`src/rtl/looper_pkg.sv`:
```
// Shared definitions for the memory-dump path: FSM encodings, default widths and
// the SPART command byte that triggers a dump.
package looper_pkg;

    localparam int         DUMP_ADDR_W    = 14;
    localparam logic [7:0] SPART_CMD_DUMP = 8'h44;

    typedef enum logic [3:0] {
        DUMP_IDLE  = 4'd0,
        DUMP_ARB   = 4'd1,
        DUMP_LOAD  = 4'd2,
        DUMP_WAIT  = 4'd3,
        DUMP_LATCH = 4'd4,
        DUMP_SEND  = 4'd5,
        DUMP_NEXT  = 4'd6,
        DUMP_DONE  = 4'd7
    } dump_state_e;

endpackage

```
`src/rtl/dump_byte_ser.sv`:
```
// Word-to-byte serializer: presents a captured word MSB byte first on a
// valid/ready byte interface and flags acceptance of the final byte.
module dump_byte_ser
    import looper_pkg::*;
#(
    parameter int DATA_W = 32
) (
    input  logic              clk,
    input  logic              rst,
    input  logic              load,
    input  logic              clear,
    input  logic [DATA_W-1:0] din,
    input  logic              tx_ready,
    output logic [7:0]        tx_data,
    output logic              tx_valid,
    output logic              last_byte,
    output logic              last_acc
);

    localparam int NBYTES = DATA_W / 8;
    localparam int BI_W   = (NBYTES > 1) ? $clog2(NBYTES) : 1;

    logic [DATA_W-1:0] word_q;
    logic [BI_W-1:0]   byte_idx;

    // The word shifts left on every accepted byte so the outgoing byte is always the top slice.
    always_ff @(posedge clk) begin
        if (rst) begin
            word_q   <= '0;
            byte_idx <= '0;
            tx_valid <= 1'b0;
        end else if (clear) begin
            byte_idx <= '0;
            tx_valid <= 1'b0;
        end else if (load) begin
            word_q   <= din;
            byte_idx <= '0;
            tx_valid <= 1'b1;
        end else if (tx_valid && tx_ready) begin
            if (last_byte) begin
                tx_valid <= 1'b0;
            end else begin
                byte_idx <= byte_idx + 1'b1;
                word_q   <= word_q << 8;
            end
        end
    end

    assign tx_data   = word_q[DATA_W-1 -: 8];
    assign last_byte = (byte_idx == BI_W'(NBYTES - 1));
    assign last_acc  = tx_valid && tx_ready && last_byte;

endmodule

```
`src/rtl/mem_dump_seq.sv`:
```
// Streams an inclusive word range of RAM port B to the SPART transmitter,
// owning port B through a req/gnt handshake for the whole dump.
module mem_dump_seq
    import looper_pkg::*;
#(
    parameter int ADDR_W = DUMP_ADDR_W,
    parameter int DATA_W = 32,
    parameter int RD_LAT = 1
) (
    input  logic              clk,
    input  logic              rst,
    input  logic              start,
    input  logic              abort,
    input  logic [ADDR_W-1:0] start_addr,
    input  logic [ADDR_W-1:0] stop_addr,
    output logic              mem_req,
    input  logic              mem_gnt,
    output logic [ADDR_W-1:0] mem_addrb,
    output logic              mem_enb,
    output logic              mem_web,
    input  logic [DATA_W-1:0] mem_doutb,
    output logic [7:0]        tx_data,
    output logic              tx_valid,
    input  logic              tx_ready,
    output logic              busy,
    output logic              done,
    output logic              range_err,
    output logic [3:0]        state
);

    dump_state_e       state_q;
    logic [ADDR_W-1:0] cur_addr;
    logic [ADDR_W-1:0] stop_q;
    logic [1:0]        wait_cnt;
    logic              ser_load;
    logic              ser_clear;
    logic              last_byte;
    logic              last_acc;

    assign ser_load  = (state_q == DUMP_LATCH);
    assign ser_clear = abort && (state_q != DUMP_IDLE);
    assign mem_web   = 1'b0;
    assign state     = state_q;

    dump_byte_ser #(
        .DATA_W (DATA_W)
    ) u_ser (
        .clk       (clk),
        .rst       (rst),
        .load      (ser_load),
        .clear     (ser_clear),
        .din       (mem_doutb),
        .tx_ready  (tx_ready),
        .tx_data   (tx_data),
        .tx_valid  (tx_valid),
        .last_byte (last_byte),
        .last_acc  (last_acc)
    );

    always_ff @(posedge clk) begin
        if (rst) begin
            state_q   <= DUMP_IDLE;
            cur_addr  <= '0;
            stop_q    <= '0;
            wait_cnt  <= '0;
            mem_req   <= 1'b0;
            mem_enb   <= 1'b0;
            mem_addrb <= '0;
            busy      <= 1'b0;
            done      <= 1'b0;
            range_err <= 1'b0;
        end else begin
            done      <= 1'b0;
            range_err <= 1'b0;
            mem_enb   <= 1'b0;
            if (abort && state_q != DUMP_IDLE) begin
                state_q <= DUMP_IDLE;
                mem_req <= 1'b0;
                busy    <= 1'b0;
            end else begin
                case (state_q)
                    DUMP_IDLE: begin
                        if (start) begin
                            if (stop_addr >= start_addr) begin
                                cur_addr <= start_addr;
                                stop_q   <= stop_addr;
                                busy     <= 1'b1;
                                mem_req  <= 1'b1;
                                state_q  <= DUMP_ARB;
                            end else begin
                                range_err <= 1'b1;
                            end
                        end
                    end
                    DUMP_ARB: begin
                        if (mem_gnt) begin
                            mem_addrb <= cur_addr;
                            mem_enb   <= 1'b1;
                            state_q   <= DUMP_LOAD;
                        end
                    end
                    DUMP_LOAD: begin
                        wait_cnt <= '0;
                        state_q  <= (RD_LAT == 1) ? DUMP_LATCH : DUMP_WAIT;
                    end
                    DUMP_WAIT: begin
                        if (wait_cnt == 2'(RD_LAT - 2)) begin
                            state_q <= DUMP_LATCH;
                        end else begin
                            wait_cnt <= wait_cnt + 1'b1;
                        end
                    end
                    DUMP_LATCH: state_q <= DUMP_SEND;
                    DUMP_SEND: begin
                        if (last_acc) begin
                            state_q <= DUMP_NEXT;
                        end
                    end
                    // Compare before increment so a range ending at the top address never wraps.
                    DUMP_NEXT: begin
                        if (cur_addr == stop_q) begin
                            mem_req <= 1'b0;
                            busy    <= 1'b0;
                            done    <= 1'b1;
                            state_q <= DUMP_DONE;
                        end else if (mem_gnt) begin
                            cur_addr  <= cur_addr + 1'b1;
                            mem_addrb <= cur_addr + 1'b1;
                            mem_enb   <= 1'b1;
                            state_q   <= DUMP_LOAD;
                        end
                    end
                    DUMP_DONE: state_q <= DUMP_IDLE;
                    default:   state_q <= DUMP_IDLE;
                endcase
            end
        end
    end

endmodule

```
`config.mk`:
```
export PLATFORM = sky130hd
export DESIGN_NAME = mem_dump_seq
export DESIGN_NICKNAME = d
export VERILOG_FILES = /design/src/rtl/looper_pkg.sv /design/src/rtl/dump_byte_ser.sv /design/src/rtl/mem_dump_seq.sv
export SDC_FILE = /design/constraint.sdc
export NUM_CORES = 1
export LEC_CHECK = 0
export CORE_UTILIZATION = 48
export CTS_BUF_LIST = sky130_fd_sc_hd__clkbuf_2
export CTS_CLUSTER_DIAMETER = 30
export DETAILED_ROUTE_END_ITERATION = 8
export PLACE_DENSITY = 0.79
export SYNTH_ARGS = -nofsm -noshare
export SYNTH_HDL_FRONTEND = slang
export SYNTH_SLANG_ARGS = --single-unit
```
`constraint.sdc`:
```
create_clock -name clk -period 2.05 [get_ports clk]
set_input_delay 0.3075 -clock clk [delete_from_list [all_inputs] [get_ports clk]]
set_output_delay 0.3075 -clock clk [all_outputs]
set_load 0.02 [all_outputs]
```
* Yosys cells after proc, flatten, opt, wreduce, memory -nomap -nowiden
Cells that the tools add are included.
** Storage, ports and cells
- Bits in registers :: 87
- Input port bits :: 66
- Output and inout bits :: 33
- Logic and storage cells :: 94
** Operators by class
- Add/sub/neg operators :: 3
- Order comparisons :: 1
- Eq/ne operators :: 19
- Muxes and demuxes :: 31
- Bitwise operators :: 5
- Reductions and logical operators :: 23
** Operators with widths (number)
- 32-bit 2-to-1 mux :: 3
- 14-bit 2-to-1 mux :: 5
- 14-bit case mux with 2 select lines :: 2
- 4-bit case mux with 7 select lines :: 1
- 4-bit 2-to-1 mux :: 6
- 2-bit != test (second input constant) :: 10
- 14-bit by 1-bit adder with 14-bit output (second input constant) :: 1
- 14-bit equality test :: 1
- 14-bit greater-or-equal comparator :: 1
- 4-bit by 3-bit equality test with 1-bit output (second input constant) :: 3
- 4-bit AND reduction :: 3
- 1-bit 2-to-1 mux :: 10
- 2-bit nonzero test :: 5
- 4-bit by 2-bit equality test with 1-bit output (second input constant) :: 2
- 3-bit AND reduction :: 2
- 6-bit AND reduction :: 1
- 3-bit OR reduction :: 2
- 1-bit inverter :: 5
- 5-bit AND reduction :: 1
- 2-bit by 1-bit adder with 2-bit output (second input constant) :: 2
- 2-bit equality test (second input constant) :: 2
- 4-bit by 1-bit equality test with 1-bit output (second input constant) :: 1
- 4-bit zero test :: 1
- 1-bit case mux with 2 select lines :: 2
- other kinds (7) :: 10

* Logic depth before layout (Yosys ltp)
Gate-level depths: netlist (run 1).
- Depth after elaboration :: 4
- Mapped depth :: 9

* By module
Synthesis (run 1) repeated with hierarchy kept, for this count alone.
** Unflattened totals
- Cells, all modules :: 557
- Area total of the unflattened synthesis :: 4929.7 µm²
** By module, submodules not included
- mem_dump_seq :: times used 1, cells an instance 403, area an instance 3251.9 µm², seq. area each 1041.0 µm²
- dump_byte_ser :: times used 1, cells an instance 154, area an instance 1677.9 µm², seq. area each 700.7 µm²

* Worst setup path before layout (run 1)
OpenSTA, ideal clock, no wires.
- Kind :: register to register
- Start point :: reg state_q[1], in the netlist state[1]
- End point :: reg cur_addr[1]
- Arrival :: 1988 ps
- Data required time :: 1918 ps
- Slack :: -70 ps
- Cell stages (with the launch flop) :: 8
- Clock period less this slack :: 2120 ps
- Path through :: dfxtp_1 -> inv_1 -> or4_1 -> buf_2 -> o21ai_2 -> o21ai_1 -> a2111oi_0 -> nor3_1
** On the way
- Word-level cells in the longest chain between the ends :: 4
** Ends and longest elaborated chain
- from (decl) :: RTL line mem_dump_seq.sv:31 : dump_state_e state_q;
- from (signal assigned) :: RTL line mem_dump_seq.sv:104 : state_q <= (RD_LAT == 1) ? DUMP_LATCH : DUMP_WAIT;
- parallel branches: the longest is 4 deep, another holds 6-bit AND reduction
- to (signal assigned) :: RTL line mem_dump_seq.sv:85 : cur_addr <= start_addr;
- to (signal assigned) :: RTL line mem_dump_seq.sv:127 : cur_addr <= cur_addr + 1'b1;
- to (decl) :: RTL line mem_dump_seq.sv:32 : logic [ADDR_W-1:0] cur_addr;
Several ways; the timed one is not identified.
A chain may end at the register's enable or synchronous reset.

* Final worst setup path (run 1)
- Start point :: in start_addr[2]
- End point :: reg state_q[2], in the netlist state[2]
** On the way
- Word-level cells in the longest chain between the ends :: 3
** Ends and longest elaborated chain
- from (decl) :: RTL line mem_dump_seq.sv:14 : input logic [ADDR_W-1:0] start_addr,
- 14-bit greater-or-equal comparator :: RTL line mem_dump_seq.sv:84 : if (stop_addr >= start_addr) begin
- 2-bit != test (no line)
- 4-bit AND reduction (no line)
No other way between the ends.

==> impl_metrics.ini, run 1 <==
[route]
drc_errors = 0
wl_per_cell_um = 16.60
num_vias = 4601
drt-total-wl_mm = 13.65
vias_per_cell = 5.597
detail-route-antenna-nets = 0
drt_pass1_iterations = 5
drt-initial-drc-count = 384

[hold_path]
hold_class = input port to flip-flop

[synthesis]
async_flop_share_pct = 0
synthFlopType = dfxtp_1
synthMuxAreaShare_pct = 8.651
synth.avg_cell_area_um2 = 8.699
synth_edf_count = 0
yosysWarningCount = 0
synthDominantCellAreaShare_pct = 36.60
yosysSeqAreaShare_pct = 36.60
synth-compound-area-share_pct = 19.75
synth_top_area_cell = dfxtp_1
yosys.area_share.simple_pct = 15.99
ys_ff_latch = 87
ys_types = 58
synthTopCellsByArea = dfxtp_1 (37%), mux2i_1 (8.4%), nor2_1 (6.5%)
synth_fa_ha_area_share_pct = 4.470
synthCells = 547
syn_area_um2 = 4758
synth_top_family_by_area = compound AO/OA/AOI/OAI gates
synth-xor-area-share_pct = 6.994

[sta]
slew_viol_final = 0
hold_viol = 0
layout_setup_ws_ns = -0.06060
tns_ns = -0.2357
setup_violations = 6
post-route-period-util_pct = 103.0
skew_ns = 0.02625
period_minus_slack_ns = 2.111
max_freq_mhz = 473.8

[setup_path]
rr_endpoint = cur_addr[1]
cp_max_fo = 6
crit_type = input port to flip-flop
critPathLaunch = start_addr[2]
regToRegSetupSlack_ns = -0.05
worstReg2RegStart = cur_addr[13]
critPathLaunchType = input port
cp.required_ns = 2.56
cp.arrival_ns = 2.62
cp-end-kind = flip-flop
rr_worst_depth = 7
critPathCapture = state[2]

[pwr]
cellPowerDensity_nw_per_um2 = 551.1
ir_drop_uv = 285.3
power_leakage_nw = 2.433

[placement]
gp_congestion = 0.9224
place_area_um2 = 6225
io_buffers = 97
dp_hpwl_mm = 9.271

[clock_network]
cts_tree = yes
cts_buffer_depth = 2
clock_latency_ns = 0.58
clk_pin_slew_ns = 0.29
cts_root_buf = clkbuf_2
cts-buffers-inserted = 9
clkSinkCount = 87
cts_max_level = 3

[floorplan]
rows = 35
dieArea_um2 = 10320
core_um2 = 9415
start_util_pct = 50.54
die_y_um = 101.6
die_x_um = 101.6
ios = 99

[cells_and_area]
area_growth_pct = 41.86
drive_above_1_share_pct = 24.71
fin_area_um2 = 6750
fin_nets = 770

[grt]
grt_max_degree = 51
grt_pass1_vias = 4157
grt_first_pass_wirelength_mm = 19.98
grt_use_total_pct = 24.58
grt-ovfl-total = 0
grt_antenna_before_repair = 1

[outcome]
failed_checks = negative setup slack
status = finished, violations left

[run]
cap_violations = 0
[layout make-up]
class                   instances  area, um2
inverters                      19      71.32
clock inverters                 7      75.07
flip-flops and latches         87       1774
fillers                       665       2665
diodes                          1      2.502
clock buffers                   9      45.04
multi-input cells             388       2898
repair buffers                182       1723
well taps                     129      161.4
[worst min path at each step]
stage	startpoint	endpoint	slack [ns]	depth (start not counted)
2_1_floorplan	stop_addr[5]	stop_q[5]	0.45	2
3_3_place_gp	u_ser.word_q[31]	u_ser.word_q[31]	0.48	2
3_5_place_dp	u_ser.word_q[19]	u_ser.word_q[19]	0.49	2
4_1_cts	mem_doutb[11]	u_ser.word_q[11]	0.32	3
5_1_grt	start_addr[11]	cur_addr[11]	0.25	4
6_report	start_addr[11]	cur_addr[11]	0.25	4
[where the power goes]
| part | total [W] | leakage [nW] | switching [W] | internal (W) |
|---|---|---|---|---|
| Combinational | 0.000985 | 1.65 | 0.000477 | 0.000509 |
| Clock | 0.000912 | 0.0712 | 0.000707 | 0.000205 |
| Sequential | 0.00182 | 0.715 | 0.0000559 | 0.00177 |
| Total | 0.00372 | 2.43 | 0.00124 | 0.00248 |
[critical path, stage by stage]
cell             delay [ns]
clkdlybuf4s50_1        0.54
inv_1                  0.09
ha_1                   0.31
nand4_1                0.16
a21oi_2                0.07
o311ai_2               0.26
o211ai_1               0.16
buf_4                  0.19
buf_4                  0.16
o2111a_1               0.16
a211oi_2               0.22
[kinds of logic (layout without fill, tap and decap cells)]
| kind of cell | count (synthesis) | in the layout |
|---|---|---|
| AO/OA/AOI/OAI | 126 | 126 |
| XOR/XNOR | 38 | 38 |
| adder cells (fa/ha/maj) | 17 | 17 |
| buffers and inverters | 73 | 217 |
| flip-flops | 87 | 87 |
| multiplexers | 41 | 41 |
| other | 1 | 3 |
| AND/OR/NAND/NOR | 164 | 164 |
[timing repair]
item	in CTS	in global routing
pin swaps	2	24
gates cloned	1	1
resized for setup	8	64
hold endpoints to repair	2	0
setup endpoints to repair	29	46
buffers inserted	3	11
hold buffers	1	0
[metal layers]
layer,global-route usage [%],part of all wire [%],up-vias
li1,-,-,2236
met2,38.83,48,170
met5,0,0,-
met1,33.83,44,2170
met4,10.03,2.7,0
met3,3.244,5.5,25
[Yosys cell counts, types with 6 or more instances]
library cell,instances
buf_4,13
ha_1,17
o21ai_0,14
xnor2_1,27
nand2_1,34
o2111ai_1,11
a21oi_1,22
mux2i_1,40
nor2_1,82
nand4_1,12
inv_1,19
nor3_1,8
dfxtp_1,87
xor2_1,11
a211oi_2,6
a22oi_1,11
clkbuf_1,27
a211oi_1,33
buf_2,8
[registers in the layout (all words and copies together) (netlist names)]
signal / cells
range_err: 1
u_ser.word_q: 32
done: 1
state: 4
mem_addrb: 14
busy: 1
stop_q: 14
u_ser.byte_idx: 2
wait_cnt: 2
mem_enb: 1
u_ser.tx_valid: 1
cur_addr: 14
[layout by cell type (no fill, tap or decap), drive strengths merged, types with 5 or more instances in the layout]
cell / count
clkdlybuf4s50: 88
dfxtp: 87
buf: 84
nor2: 82
mux2i: 40
a211oi: 39
nand2: 34
xnor2: 27
inv: 23
a21oi: 23
o21ai: 17
ha: 17
nand4: 12
xor2: 11
a22oi: 11
o2111ai: 11
clkbuf: 10
nor3: 8
nor4: 6
dlymetal6s2s: 5
[stage by stage]
stage               hold WS (ns)  utilization, %  setup WS (ns)  instances  total power, W
finish                    0.2492           71.69       -0.06060        822        0.003720
global route              0.2479           71.69        -0.1113        822        0.003886
CTS                       0.3246           68.08       -0.04938        811        0.003594
detailed placement        0.4913           66.11        -0.7445        790        0.002671
global placement          0.4848           66.11        -0.5903        790        0.002648
floorplan                 0.4547               -       0.003091        548        0.002285
Power figures use the tool's default switching activity.
==> inputs of run 2 (changes only) <==
- CORE_UTILIZATION: 48 -> 53
- PLACE_DENSITY: 0.79 -> 0.82
- clock period: 2.05 -> 2.3 ns (I/O delays scaled with it)
==> run 2 against run 1 <==
The run now ends clean; clock skew up 0.017 ns; global-route usage up 0.58 points; cell count down 6.7%; routed wire length down 12%; worst hold slack better by 0.047 ns; non-clock buffer count down 33; design area down 8.3%; combinational power down 28%; die area down 9.3%.
==> impl_metrics.ini, run 2 (synthesis gave the netlist of run 1 again) <==
[outcome]
status = completed

[placement]
dp_cells = 746
io_buffers = 97
dp_hpwl_mm = 8.938
gp_congestion = 0.9159

[clock_network]
cts_tree = yes
cts-buffers-inserted = 9
cts_root_buf = clkbuf_2
clock_latency_ns = 0.53
clkSinkCount = 87
cts_buffer_depth = 2
hold_buffers = 0
cts_max_level = 3
clk_pin_slew_ns = 0.28

[route]
vias_per_cell = 5.701
drt-initial-drc-count = 341
detail-route-antenna-nets = 0
num_vias = 4373
wl_per_cell_um = 15.67
drt_pass1_iterations = 5
drc_errors = 0
drt-total-wl_mm = 12.02

[sta]
tns_ns = 0
period_minus_slack_ns = 2.229
max_slew_margin_pct = 64.72
hold_viol = 0
setup_violations = 0
max_freq_mhz = 448.6
post-route-period-util_pct = 96.93
slew_viol_final = 0
timing_worst_slew_pin_value_ns = 0.5292
skew_ns = 0.04363

[hold_path]
hold_depth = 3
hold_class = input port to flip-flop

[setup_path]
cp.arrival_ns = 2.68
cp.required_ns = 2.75
cp_max_fo = 9
rr_worst_depth = 6
crit_type = flip-flop to flip-flop
critPathLaunchType = flip-flop
cp-end-kind = flip-flop

[floorplan]
dieArea_um2 = 9361
rows = 34
ios = 99
die_x_um = 96.75
start_util_pct = 54.56
core_um2 = 8721
die_y_um = 96.75

[grt]
grt-ovfl-total = 0
grt_use_total_pct = 25.15
grt_max_degree = 49
grt_pass1_vias = 4101
grt_first_pass_wirelength_mm = 19.58
grt_antenna_before_repair = 0

[pwr]
ir_drop_uv = 263.9
p_clk_share_pct = 27.0
power_frac_comb_pct = 22.1
sw_frac_of_total_pct = 31.03
sequentialPowerShare_pct = 51.0
p_int_w = 0.002203
power_leakage_nw = 2.165
p_sw_w = 0.0009911
cellPowerDensity_nw_per_um2 = 516.2

[cells_and_area]
diodes = 0
area_growth_pct = 30.03
final_cell_mix = clkdlybuf4s50_1 (96), dfxtp_1 (84), nor2_1 (82), buf_4 (48), mux2i_1 (40)
drive_above_1_share_pct = 13.66
largest_register = u_ser.word_q
largest_reg_flops = 32
layout_commonest_cell = clkdlybuf4s50_1
fillCellCount = 696
final_cell_count_no_fill = 767
fin_nets = 737

[run]
cap_violations = 0
run 2: layer usage:
metal  track usage (%)  wire (um)  vias to the layer above
li1                  -          -                     2152
met1             34.51       5372                     2049
met2             41.82       5761                      156
met3             3.540        722                       16
met4             5.970        159                        0
met5                 0          0                        -
run 2: timing repair:
item	in CTS	in global routing
gates resized for setup	0	6
setup buffers	0	4
endpoints found under the setup margin	0	21
run 2: power groups by stage:
stage	combinational, W	clock, W	sequential (W)
global route	0.000762	0.000949	0.00164
CTS	0.000682	0.000877	0.00163
global placement	0.000662	0	0.00165
finish	0.000705	0.000862	0.00163
detailed placement	0.000678	0	0.00165
floorplan	0.000393	0	0.00164
run 2: final timing paths:
path	slack [ns]	startpoint	to
hold / removal	0.30	rst	done
setup reg to reg	0.07	state[0]	mem_addrb[12]
setup / recovery	0.07	state[0]	mem_addrb[12]
hold reg to reg	0.52	u_ser.word_q[26]	u_ser.word_q[26]
run 2: metrics by stage:
stage / util, % / setup slack, ns / area [um2] / power [W] / hold slack [ns]
detailed placement: 68.49 / -0.4501 / 5973 / 0.002332 / 0.4923
global placement: 68.49 / -0.3656 / 5973 / 0.002311 / 0.4865
floorplan: - / 0.1801 / 4762 / 0.002036 / 0.4764
CTS: 70.04 / 0.08355 / 6108 / 0.003184 / 0.2624
finish: 70.95 / 0.07072 / 6187 / 0.003194 / 0.2959
global route: 70.95 / -0.009343 / 6187 / 0.003348 / 0.2972
run 2: layout make-up:
class	count	area, um2	share of cell area (%)
Timing Repair Buffer	149	1410	22.79
Inverter	19	71.32	1.153
Clock buffer	9	45.04	0.7280
Multi-Input combinational cell	388	2690	43.48
Tap cell	108	135.1	2.184
Sequential cell	87	1745	28.21
Clock inverter	7	90.09	1.456
run 2: critical path, cell delays in order, from the launching register on:
cell and delay (ns):
dfxtp_2 0.44, or4_4 0.55, a222oi_1 0.49, bufbuf_16 0.35
buf_12 0.11, nor2_1 0.04, a211oi_1 0.18
==> inputs of run 3 (changes only) <==
- CORE_ASPECT_RATIO: default -> 0.75
==> run 3 against run 2 <==
The flow now finishes with violations (design-rule violations); clock power grew 2%; worst hold slack worse by 0.15 ns; design area is 0.24% higher; count of clock-buffer cells in the layout unchanged; non-clock buffer count grew 3; clock skew fell by 0.013 ns.
==> impl_metrics.ini, run 3 (synthesis gave the netlist of run 1 again) <==
[floorplan]
rows = 29
core_um2 = 8600
die_x_um = 111.4
dieArea_um2 = 9365
start_util_pct = 55.33
die_y_um = 84.06
ios = 99

[clock_network]
clkSinkCount = 87
cts-buffers-inserted = 9
cts_max_level = 3
cts_root_buf = clkbuf_2
clock_latency_ns = 0.60
hold_buffers = 0
clk_pin_slew_ns = 0.27
cts_tree = yes
cts_buffer_depth = 2

[grt]
grt_max_degree = 67
grt_antenna_before_repair = 0
grt_use_total_pct = 27.30
grt_first_pass_wirelength_mm = 20.22
grt_pass1_vias = 4180
grt-ovfl-total = 0

[setup_path]
critPathTopFamily = compound AO/OA/AOI/OAI gates
rr_worst_depth = 7
crit_type = flip-flop to flip-flop
critPathLaunchType = flip-flop
worstReg2RegStart = state[0]
cp.required_ns = 2.82
crit_chain = buf_4, nor4_4, nand2_1, a222oi_1, buf_12, nor2_1, a211oi_1
cp.arrival_ns = 2.76
cp-end-kind = flip-flop
cp_max_fo = 28
cp_num_buf_inv = 2
max_stage_delay_ns = 0.46
rr_endpoint = mem_addrb[1]
cpMaxStageDelayCell = a222oi_1
regToRegSetupSlack_ns = 0.06

[cells_and_area]
largest_register = u_ser.word_q
largest_reg_flops = 32
area_growth_pct = 30.34
drive_above_1_share_pct = 14.05
post-route-util_pct = 72.12
final_cell_mix = clkdlybuf4s50_1 (95), dfxtp_1 (84), nor2_1 (82), buf_4 (51), mux2i_1 (40)
fin_nets = 740
diodes = 0
layout_commonest_cell = clkdlybuf4s50_1

[route]
drc_errors = 8
wl_per_cell_um = 15.89
drt_pass1_iterations = 7
drt-initial-drc-count = 299
num_vias = 4340
drt-total-wl_mm = 12.23
detail-route-antenna-nets = 0
vias_per_cell = 5.636

[sta]
grt_setup_unrepaired = no
skew_ns = 0.03089
layout_setup_ws_ns = 0.05699
slew_viol_final = 0
post-route-period-util_pct = 97.52
period_minus_slack_ns = 2.243
max_freq_mhz = 445.8
hold_viol = 0
timing_worst_slew_pin_value_ns = 0.5092
setup_violations = 0
max_slew_margin_pct = 65.62

[placement]
gp_congestion = 0.9139
dp_hpwl_mm = 9.301
io_buffers = 97
pre_cts_slack_ns = -0.4513

[outcome]
failed_checks = design-rule violations
status = finished, violations left

[hold_path]
min_to = u_ser.word_q[28]
hold_class = input port to flip-flop
hold_depth = 2
worstHoldStart = rst

[pwr]
ir_drop_uv = 328.8
finalPower_w = 0.003230
cellPowerDensity_nw_per_um2 = 520.9
power_leakage_nw = 2.192

[run]
cap_violations = 0
run 3: how the worst max path moves through the flow:
stage / start / end / cells after the start
5_1_grt: start_addr[3] / state[2] / 10
2_1_floorplan: state[1] / cur_addr[1] / 7
4_1_cts: state[0] / state[0] / 2
6_report: state[0] / mem_addrb[1] / 7
3_5_place_dp: start_addr[5] / cur_addr[0] / 10
3_3_place_gp: start_addr[5] / cur_addr[0] / 10
run 3: timing repair:
item / 4_1_cts / 5_1_grt
resized for setup: 2 / 3
gates cloned: 0 / 0
buffers inserted: 0 / 0
pin swaps: 0 / 1
setup endpoints to repair: 2 / 4
run 3: layout make-up:
cell class                 instances  area (um2)
multi-input combinational        388        2690
fill                             674        2397
sequential                        87        1745
timing repair buffer             152        1431
tap                              108       135.1
clock inverter                     7       83.83
inverter                          19       71.32
clock buffer                       9       45.04
run 3: stage by stage:
step	std cells	TNS [ns]	cell area (um2)	hold WS (ns)
finish	770	0	6202	0.1424
global placement	754	-7.644	6058	0.4853
detailed placement	754	-11.40	6058	0.4906
CTS	770	0	6190	0.07638
floorplan	548	0	4762	0.4764
global route	770	0	6202	0.07588
run 3: layer usage:
metal,track usage [%],up-vias,wire length (um),share of wire [%]
met5,0,-,0,0
met4,8.231,0,155,1.3
met3,5.955,16,770,6.3
met2,43.41,159,5477,45
met1,37.06,2002,5827,48
li1,-,2163,-,-
run 3: report_power, final:
| group | switching [W] | internal, W |
|---|---|---|
| Sequential | 0.0000536 | 0.00157 |
| Clock | 0.000603 | 0.000275 |
| Combinational | 0.000359 | 0.000367 |
| Total | 0.00102 | 0.00221 |
==> patch 1: new RTL, settings of run 2 <==
Change the package constant `DUMP_ADDR_W` from 14 to 15.
--- a/src/rtl/looper_pkg.sv
+++ b/src/rtl/looper_pkg.sv
@@ -2,7 +2,7 @@
 // the SPART command byte that triggers a dump.
 package looper_pkg;
 
-    localparam int         DUMP_ADDR_W    = 14;
+    localparam int         DUMP_ADDR_W    = 15;
     localparam logic [7:0] SPART_CMD_DUMP = 8'h44;
 
     typedef enum logic [3:0] {
Interface: changed (resized mem_addrb, start_addr and stop_addr); port bits go from 99 to 102. No check against the original RTL was run, so the function may have changed too.
==> patch 1 against run 2 <==
The flow now finishes with violations (setup timing). Setup slack got worse by 0.077 ns. Design area grew 5.8%. Sequential cell count up 3. Count of clock-buffer cells in the layout unchanged. Critical endpoint is now cur_addr[14]. Sequential power hardly changed. Routed wire length increased by 5.2%. Combinational power shrank 22%. Area after synthesis up 7.1%. Synthesized cell count rose by 8.0%. Total power decreased by 2.6%. Clock power rose by 7.7%. Hold slack lost 0.14 ns.
==> patch 1: results <==
metrics = {
    "outcome": {
        "status": "finished, violations left",
        "violations": "setup timing",
    },
    "place": {
        "place_inst": 811,
        "place_ws_ns": -0.639,
        "portBuffers": 100,
        "dpl.hpwl_microns": 9270,
        "placed_area_sq_mm": 0.00634,
        "gp_congestion": 0.919,
    },
    "setup_path": {
        "endpoint": "cur_addr[14]",
        "reg2reg_slack_ns": 0.14,
        "crit_path_max_fanout": 6,
        "critPathLaunch": "stop_addr[10]",
        "cp-start-kind": "input pin",
        "crit-reg2reg-launch": "cur_addr[12]",
        "cp_data_arrival_time_ns": 2.79,
        "r2r_end": "cur_addr[14]",
    },
    "yosys": {
        "ys_top_cells_by_count": "dfxtp_1 (90), nor2_1 (76), nand2_1 (39)",
        "yosysSeqAreaShare": 0.354,
        "synthTopCellsByArea": "dfxtp_1 (35%), mux2i_1 (6.9%), nor2_1 (5.6%)",
        "syn_avg_cell_area_sq_um": 8.62,
        "synth.distinct_cells": 58,
    },
    "routing": {
        "vias_per_cell": 5.56,
        "wl_per_cell_microns": 15.3,
        "drt-initial-drc-count": 306,
    },
    "power": {
        "leakagePower_nw": 2.44,
        "peakVddDrop_v": 0.000241,
    },
    "global_route": {
        "grt_use_total": 0.253,
        "grt_pass1_vias": 4498,
        "grt_max_degree": 74,
        "grt_pass1_wl_microns": 20300,
    },
    "clock_network": {
        "worstSkewPairLatency_ns": 0.57,
        "ctsResizeCount": 4,
    },
    "timing": {
        "finalSetupTns_ns": -0.00660,
        "tightestPinTransition_ns": 0.519,
        "setup_viol_count_final": 1,
        "fin_ws_ns": -0.00660,
        "fin_skew_ns": 0.0314,
    },
    "cells_and_area": {
        "layout-drive-gt1-share": 0.149,
        "largest_reg_flops": 32,
        "nNetsFinal": 780,
        "fin_cells": 828,
    },
    "die": {
        "die_w_microns": 100,
    },
}
## patch 1: cell count changes in the layout (fill, tap and decap cells not counted), moves of 9 or more
cell / change
o21ai_0: +10
o2111ai_1: -10
nand3_1: +26
xor2_1: +15
xnor2_1: -10
a211oi_2: +9
## patch 1: final cells by class
cell class	count	area, sq um
multi-input combinational	425	2910
fill	749	2740
sequential	90	1810
timing repair buffer	149	1460
tap	129	161
clock inverter	7	95.1
inverter	19	71.3
clock buffer	9	45.0
## patch 1: per-layer routing
layer | share of wire | track usage
met1 | 0.43 | 0.315
met5 | 0 | 0
met2 | 0.50 | 0.444
met4 | 0.024 | 0.106
met3 | 0.053 | 0.0292
## patch 1: logic make-up after synthesis
logic type | share of synthesized area
buffers and inverters | 0.0825
AND/OR/NAND/NOR | 0.176
multiplexers | 0.0798
adder cells (fa/ha/maj) | 0.0442
AO/OA/AOI/OAI | 0.189
XOR/XNOR | 0.0739
other | 0.000736
flip-flops | 0.354
## patch 1: worst max-delay path, cell delays in order
cell and delay (ns):
clkdlybuf4s50_1 0.58, ha_4 0.24, and2_1 0.19, a221o_1 0.32, a221oi_2 0.30, o21ai_2 0.13
a21boi_4 0.30, mux2_2 0.39
## patch 1: worst min path at each step
stage	start	endpoint	slack [ns]	cells past startpoint
after floorplan	stop_q[0]	stop_q[0]	0.47	2
after detailed placement	stop_q[7]	stop_q[7]	0.49	2
after global placement	stop_q[9]	stop_q[9]	0.47	2
final	start_addr[8]	cur_addr[8]	0.16	3
after CTS	rst	cur_addr[0]	0.17	4
after global routing	start_addr[8]	cur_addr[8]	0.18	3
## patch 1: power breakdown
group          leakage [nW]  internal, mW  switching (mW)
clock network        0.0833         0.287           0.641
logic                  1.63         0.292           0.261
registers             0.728          1.60          0.0339
total                  2.44          2.17           0.936
==> patch 2: new RTL, settings of run 2 <==
Made on the original files. Reset style: asynchronous (`rst`), changed in 2 clocked blocks.
--- a/src/rtl/dump_byte_ser.sv
+++ b/src/rtl/dump_byte_ser.sv
@@ -24,7 +24,7 @@
     logic [BI_W-1:0]   byte_idx;
 
     // The word shifts left on every accepted byte so the outgoing byte is always the top slice.
-    always_ff @(posedge clk) begin
+    always_ff @(posedge clk or posedge rst) begin
         if (rst) begin
             word_q   <= '0;
             byte_idx <= '0;
--- a/src/rtl/mem_dump_seq.sv
+++ b/src/rtl/mem_dump_seq.sv
@@ -57,7 +57,7 @@
         .last_acc  (last_acc)
     );
 
-    always_ff @(posedge clk) begin
+    always_ff @(posedge clk or posedge rst) begin
         if (rst) begin
             state_q   <= DUMP_IDLE;
             cur_addr  <= '0;
Behaviour: differs if rst is asserted again (counterexample within 4 cycles, from zero or initial values and one cycle with rst high); with rst held inactive, the same outputs for 4 cycles.
==> patch 2 against run 2 <==
Design area up 2.7%. Area after synthesis is 5.2% higher. Routed wire length is 2.2% lower. Setup slack better by 0.040 ns. Sequential cell count did not move. Via count fell by 7.1%. Register-to-register slack improved by 0.05 ns.
Power is not compared: it rests on default switching activity, and its combinational part moved more than twofold at a synthesized area within 25%.
==> patch 2: results <==
metrics = {
    "global_route": {
        "grt_pass1_vias": 3930,
        "use_met1": 0.339,
        "grt_use_total": 0.250,
        "grt_pass1_wl_microns": 19300,
        "grt_use_met2": 0.415,
        "grt_max_degree": 88,
    },
    "routing": {
        "route.met2.wl_microns": 5660,
        "vias": 4061,
        "wl_per_cell_microns": 16.5,
        "wl_met1_microns": 5260,
        "routed-wl-met3_microns": 591,
        "drt-initial-drc-count": 230,
    },
    "timing": {
        "hold_slack_ns": 0.212,
        "fin_ws_ns": 0.111,
        "slew_headroom": 0.616,
        "fin_skew_ns": 0.0335,
    },
    "yosys": {
        "synthesis.area_sq_mm": 0.00500,
        "synth_fa_ha_area_frac": 0.0425,
        "ys_top_cells_by_count": "dfrtp_1 (87), nand2_1 (48), o21ai_0 (35)",
        "synth.distinct_cells": 59,
        "synthXorXnorAreaFrac": 0.0520,
        "yosysSeqAreaShare": 0.435,
        "syn_avg_cell_area_sq_um": 10.4,
        "muxShareOfSynthArea": 0.124,
        "synth_compound_area_frac": 0.157,
        "ys_async_sr_fraction": 1.00,
        "synthTopCellsByArea": "dfrtp_1 (44%), mux2i_1 (5.0%), mux2_2 (4.5%)",
    },
    "place": {
        "dpl.hpwl_microns": 8960,
        "gp_congestion": 0.878,
        "place_ws_ns": -0.541,
        "place_inst": 697,
        "placed_area_sq_mm": 0.00624,
        "portBuffers": 97,
    },
    "setup_path": {
        "cp_data_arrival_time_ns": 2.61,
        "r2r_end": "cur_addr[10]",
        "endpoint": "stop_q[1]",
        "max_stage_delay_ns": 0.49,
        "reg2reg_slack_ns": 0.12,
        "crit-reg2reg-launch": "cur_addr[0]",
        "crit_path_max_fanout": 9,
        "critPathLaunch": "start_addr[5]",
        "reg2reg_depth": 7,
        "cpLargestDelayFamily": "buffers and inverters",
        "slowest_stage": "clkdlybuf4s50_1",
    },
    "cells_and_area": {
        "fin_cells": 714,
        "layout-drive-gt1-share": 0.182,
        "nFillCells": 726,
    },
    "worst_hold_path": {
        "hp-class": "in2async",
    },
    "outcome": {
        "status": "completed",
    },
    "clock_network": {
        "clkTransAtPathRegs_ns": 0.26,
    },
}
[patch 2: cell types whose count changed after synthesis, moves of 11 or more]
cell / before / now
a211oi_1: 33 / 1
a21oi_1: 22 / 11
a22o_1: 1 / 14
clkbuf_1: 27 / 6
dfrtp_1: 0 / 87
dfxtp_1: 87 / 0
mux2_2: 1 / 20
mux2i_1: 40 / 25
nand2_1: 34 / 48
nor2_1: 82 / 25
o2111ai_1: 11 / 0
o211ai_1: 2 / 14
o21ai_0: 14 / 35
xnor2_1: 27 / 12
[patch 2: layout make-up]
type                       count  area [sq um]  area share
inverter                      27           105      0.0165
sequential                    87          2180       0.343
clock buffer                   9          45.0     0.00709
multi-input combinational    329          2470       0.389
clock inverter                 7          47.5     0.00748
timing repair buffer         144          1370       0.215
tap                          111           139      0.0219
[patch 2: timing repair]
| item | in CTS | in global routing |
|---|---|---|
| pin swaps | 1 | 0 |
| gates resized for setup | 0 | 3 |
| setup buffers | 1 | 0 |
| setup endpoints to repair | 8 | 19 |
